**src/rtl/btb_sat_predictor.sv**
```systemverilog
// Fully associative branch target buffer with 2-bit saturating direction
// counters. Lookups return a registered prediction one cycle after the
// request. Updates come from the branch resolver. A flush invalidates the
// whole table. Allocation uses the lowest free slot. When the table is full,
// a round-robin victim pointer picks the slot to replace.
module btb_sat_predictor #(
    parameter int ADDR_W  = 32,
    parameter int ENTRIES = 8,
    parameter int IDX_W   = 3,
    parameter int PC_STEP = 4
) (
    input  logic              clk,
    input  logic              rst_n,
    input  logic              lk_valid,
    input  logic [ADDR_W-1:0] lk_pc,
    output logic              lk_hit,
    output logic              lk_taken,
    output logic [ADDR_W-1:0] lk_next_pc,
    output logic              lk_rvalid,
    input  logic              upd_valid,
    input  logic [ADDR_W-1:0] upd_pc,
    input  logic [ADDR_W-1:0] upd_target,
    input  logic              upd_taken,
    input  logic              flush,
    output logic [IDX_W:0]    occupancy,
    output logic              full
);

    localparam int OCC_W = IDX_W + 1;

    // Table state
    logic [ENTRIES-1:0] valid_q, valid_d;
    logic [ADDR_W-1:0]  tag_q    [ENTRIES];
    logic [ADDR_W-1:0]  tag_d    [ENTRIES];
    logic [ADDR_W-1:0]  target_q [ENTRIES];
    logic [ADDR_W-1:0]  target_d [ENTRIES];
    logic [1:0]         ctr_q    [ENTRIES];
    logic [1:0]         ctr_d    [ENTRIES];
    logic [IDX_W-1:0]   victim_q, victim_d;
    logic [OCC_W-1:0]   occupancy_q, occupancy_d;
    logic               full_q;

    // Registered lookup outputs
    logic              lk_hit_q, lk_taken_q, lk_rvalid_q;
    logic [ADDR_W-1:0] lk_next_pc_q;

    // Combinational search results
    logic             upd_hit;
    logic [IDX_W-1:0] upd_idx;
    logic [IDX_W-1:0] free_idx;
    logic [IDX_W-1:0] alloc_idx;
    logic             lk_match;
    logic [IDX_W-1:0] lk_idx;

    // Parallel tag compare for both ports, plus the lowest-index free slot
    always_comb begin
        // NOTE: every variable gets a default before any branch, so no latch is inferred.
        upd_hit  = 1'b0;
        upd_idx  = '0;
        lk_match = 1'b0;
        lk_idx   = '0;
        free_idx = '0;
        for (int i = 0; i < ENTRIES; i++) begin
            if (valid_q[i] && tag_q[i] == upd_pc) begin
                upd_hit = 1'b1;
                upd_idx = IDX_W'(i);
            end
            if (valid_q[i] && tag_q[i] == lk_pc) begin
                lk_match = 1'b1;
                lk_idx   = IDX_W'(i);
            end
        end
        for (int i = ENTRIES - 1; i >= 0; i--) begin
            if (!valid_q[i]) free_idx = IDX_W'(i);
        end
    end

    // Next table state: flush wins, then hit-update, then allocation on a taken miss
    always_comb begin
        valid_d   = valid_q;
        tag_d     = tag_q;
        target_d  = target_q;
        ctr_d     = ctr_q;
        victim_d  = victim_q;
        alloc_idx = full_q ? victim_q : free_idx;
        if (flush) begin
            valid_d  = '0;
            victim_d = '0;
        end else if (upd_valid) begin
            if (upd_hit) begin
                if (upd_taken) begin
                    if (ctr_q[upd_idx] != 2'b11) ctr_d[upd_idx] = ctr_q[upd_idx] + 2'd1;
                    target_d[upd_idx] = upd_target;
                end else if (ctr_q[upd_idx] != 2'b00) begin
                    ctr_d[upd_idx] = ctr_q[upd_idx] - 2'd1;
                end
            end else if (upd_taken) begin
                valid_d[alloc_idx]  = 1'b1;
                tag_d[alloc_idx]    = upd_pc;
                target_d[alloc_idx] = upd_target;
                ctr_d[alloc_idx]    = 2'b10;
                if (full_q) victim_d = victim_q + IDX_W'(1);
            end
        end
        occupancy_d = '0;
        for (int i = 0; i < ENTRIES; i++) begin
            occupancy_d = occupancy_d + OCC_W'(valid_d[i]);
        end
    end

    // Table registers, victim pointer and registered occupancy/full flags
    always_ff @(posedge clk or negedge rst_n) begin
        if (!rst_n) begin
            // NOTE: the table arrays are reset too, so tags and targets read as zero after reset.
            valid_q     <= '0;
            victim_q    <= '0;
            occupancy_q <= '0;
            full_q      <= 1'b0;
            for (int i = 0; i < ENTRIES; i++) begin
                tag_q[i]    <= '0;
                target_q[i] <= '0;
                ctr_q[i]    <= '0;
            end
        end else begin
            // NOTE: sequential state uses non-blocking assignments only.
            valid_q     <= valid_d;
            victim_q    <= victim_d;
            occupancy_q <= occupancy_d;
            full_q      <= (occupancy_d == OCC_W'(ENTRIES));
            tag_q       <= tag_d;
            target_q    <= target_d;
            ctr_q       <= ctr_d;
        end
    end

    // Lookup result registers. They read pre-update state, and hold when there is no request.
    always_ff @(posedge clk or negedge rst_n) begin
        if (!rst_n) begin
            lk_hit_q     <= 1'b0;
            lk_taken_q   <= 1'b0;
            lk_next_pc_q <= '0;
            lk_rvalid_q  <= 1'b0;
        end else if (lk_valid) begin
            lk_rvalid_q <= 1'b1;
            lk_hit_q    <= lk_match;
            lk_taken_q  <= lk_match & ctr_q[lk_idx][1];
            if (lk_match && ctr_q[lk_idx][1]) lk_next_pc_q <= target_q[lk_idx];
            else                              lk_next_pc_q <= lk_pc + ADDR_W'(PC_STEP);
        end else begin
            lk_rvalid_q <= 1'b0;
        end
    end

    assign lk_hit     = lk_hit_q;
    assign lk_taken   = lk_taken_q;
    assign lk_next_pc = lk_next_pc_q;
    assign lk_rvalid  = lk_rvalid_q;
    assign occupancy  = occupancy_q;
    assign full       = full_q;

endmodule

```
**config.mk**
```make
export PLATFORM = sky130hd
export DESIGN_NAME = btb_sat_predictor
export DESIGN_NICKNAME = d
export VERILOG_FILES = /design/src/rtl/btb_sat_predictor.sv
export SDC_FILE = /design/constraint.sdc
export NUM_CORES = 2
export LEC_CHECK = 0
export CAP_MARGIN = 20
export CORE_MARGIN = 3
export CORE_UTILIZATION = 35
export DETAILED_ROUTE_END_ITERATION = 6
export MAX_ROUTING_LAYER = met4
export SYNTH_ARGS = -nofsm -noshare
export SYNTH_HDL_FRONTEND = slang
export SYNTH_SLANG_ARGS = --single-unit
```
**constraint.sdc**
```tcl
create_clock -name clk -period 6 [get_ports clk]
set_input_delay 0.9 -clock clk [delete_from_list [all_inputs] [get_ports clk]]
set_output_delay 0.9 -clock clk [all_outputs]
set_load 0.03 [all_outputs]
```
==> metrics <==
Synth area leader dfrtp_1; Avg Synthesized Cell Area 11.8 µm²; post-synthesis adder-cell area fraction 0.517%; compound-gate portion of the synthesized area 3.59%; fin crit share 96.1%; global-route wire length before repair 163 mm; CTS Buffer Depth 3; syn_nets 2860; Synth Warn # 0; drt initial violations 2241; Skew-Pair Late Insertion Delay 630 ps; Yosys top cell area share 44.7%; Worst EP required 6510 ps; DRC viols 0; minimum hold slack 333 ps; Num CTS Buffers 70; GRT Overall Usage 23.8%; Starting Density 35.3%; Post-CTS Setup Inserts 0; Setup crit start kind input port; core area 91800 µm²; number of hold violations in the final report 0; Leak Pwr 17.2 nW; Die ar. 96400 µm²; power per cell area 272 nW/µm²; RePlAce Congestion 0.965; post-synthesis sequential area ratio 44.7%; CP Class input port to register; H-tree depth 3; Std-Cell Rows 111; Max Cap Violations 0; Max Transition Viols Final 0; fraction of layout cells with a size suffix above 1 28.1%; final antenna-violating net count 0; top_reg_cell synth dfrtp_1; Crit. End Element register; hold-fix buffers at CTS 0; Cell Area, Synth 32400 µm²; combinational family with the most area after synthesis multiplexers; RSZ-0062 raised after global routing no; Synth Instances 2747; Synth Area in XOR/XNOR 14.6%; Final min period 5770 ps; critical path fanouts, max 5; Die Y-Extent 310 µm; maximum vdd drop 0.202 mV; fin cells 4303; async set or reset register ratio after synthesis 100%; cell total after placement 4176; Worst-Margin Slew 1110 ps; antenna violations before repair 3; First-pass DRT Iterations 6; Clk Tree Root Cell clkbuf_16; mux cell area share after synthesis 23.7%; area grow syn2layout 20.6%; Max Clk Rate 173 MHz; Synth area leaders dfrtp_1 (45%), mux2_2 (16%), xnor2_1 (7.7%), xor2_1 (6.9%), mux2i_1 (5.7%); synth cell count leaders dfrtp_1 (579), mux2_2 (468), xnor2_1 (287); Rel. slew slack 25.7%; CTS tree yes; Final nets 3118; width of the die 310 µm; status finished, final reports clean; grt total ovfl 0; final setup fails 0; io pins 142; I/O Buffers 141; Max Clock Skew 37.5 ps; vias in the first global route 23300; worst hold path class input port to asynchronous set/reset pin; Via density 5.48; Synth Register Bits 579; EDFF count, synth 0; Arr. time, crit path 6280 ps; Post-Synth Simple-Gate Area 9.11%; clock-pin slew of the registers on the worst-case setup and hold paths 60 ps; clock sink total 579; post-synth cell types 83; largest net degree at the start of global routing 154; wire per inst 26.1 µm; drt total wl 112 mm; hpwl dp 80.4 mm; vias 23600; top-count cell post-synth dfrtp_1
flip-flops by register name, indices dropped and copies added, names as in the netlist:
signal	count
ctr_q	16
full	1
lk_hit	1
lk_next_pc	32
lk_rvalid	1
lk_taken	1
occupancy	4
tag_q	256
target_q	256
valid_q	8
victim_q	3
layer usage:
| metal | routed length, µm | vias to the layer above | share of wire [%] | GRT usage [%] |
|---|---|---|---|---|
| met5 | 0 | - | 0 | - |
| met4 | 4420 | 0 | 3.9 | 8.40 |
| met3 | 7380 | 245 | 6.6 | 3.53 |
| met2 | 50900 | 838 | 45 | 36.5 |
| met1 | 49700 | 12200 | 44 | 32.2 |
| li1 | - | 10300 | - | - |
repair_timing:
item	4_1_cts	5_1_grt
resized for setup	0	2
endpoints found under the setup margin	0	1
hold endpoints to repair	0	0
power breakdown:
group,switching [W],internal [W]
logic,0.000908,0.000765
clock network,0.00181,0.00269
registers,0.000258,0.00420
per-stage QoR:
stage          cell area (µm²)  power [W]  util (%)  setup slack, ps  setup TNS (ps)
6_report                 39100     0.0106      42.6              232               0
5_1_grt                  39100     0.0110      42.6             33.8               0
4_1_cts                  39100     0.0107      42.6              318               0
3_5_place_dp             36600    0.00618      39.9             -311            -650
3_3_place_gp             36600    0.00616      39.9             -314            -637
2_1_floorplan            32400    0.00543         -              205               0
critical path, stage by stage:
cell             delay, ps
clkdlybuf4s50_1        440
buf_12                 160
buf_4                  150
xnor2_1                320
nand4_1                180
nor4_1                 330
nand4_1                290
nand4_2                240
or3_1                  170
or2_2                  160
nor2_2                  50
nand2_1                100
o21ai_0                150
fa_1                   530
inv_1                   50
fa_1                   490
fa_1                   410
inv_1                   70
ha_1                   150
inv_1                   60
fa_1                   530
inv_1                   50
nor4b_1                270
worst paths after layout:
kind / from / end / slack, ps / cells past startpoint
worst min-delay path: rst_n / tag_q[59] / 330 / 1
max in group asynchronous: rst_n / ctr_q[15] / 4300 / 2
worst min register to register: target_q[243] / target_q[243] / 490 / 1
worst max-delay path: upd_pc[16] / full / 230 / 23
min in group clk: target_q[243] / target_q[243] / 490 / 1
worst max register to register: tag_q[48] / full / 810 / 20
area by class of cell:
class	instances	area [µm²]
clock buffers	94	2010
repair buffers	377	3680
inverters	43	161
fillers	8724	52700
diodes	3	7.51
multi-input cells	1934	16800
well taps	1243	1560
clock inverters	30	442
flip-flops and latches	579	14500
logic make-up (layout without fill, tap and decap cells):
family / Yosys count / in the layout
buffers and inverters: 234 / 544
other: 0 / 3
flip-flops: 579 / 579
adder cells (fa/ha/maj): 11 / 11
XOR/XNOR: 541 / 541
multiplexers: 702 / 702
AO/OA/AOI/OAI: 158 / 158
AND/OR/NAND/NOR: 522 / 522
placed cells by master, fill, tap and decap left out, types with 49 or more instances in the layout:
cell             synthesis  layout
buf_4                   25     197
clkbuf_16                0      71
clkdlybuf4s50_1          0     140
dfrtp_1                579     579
mux2_1                  49      49
mux2_2                 468     468
mux2i_1                185     185
nand2_1                101      99
nand4_1                 88      88
nor2_1                  62      62
nor4_1                  98      96
xnor2_1                287     287
xor2_1                 254     254
Power figures use the tool's default switching activity.
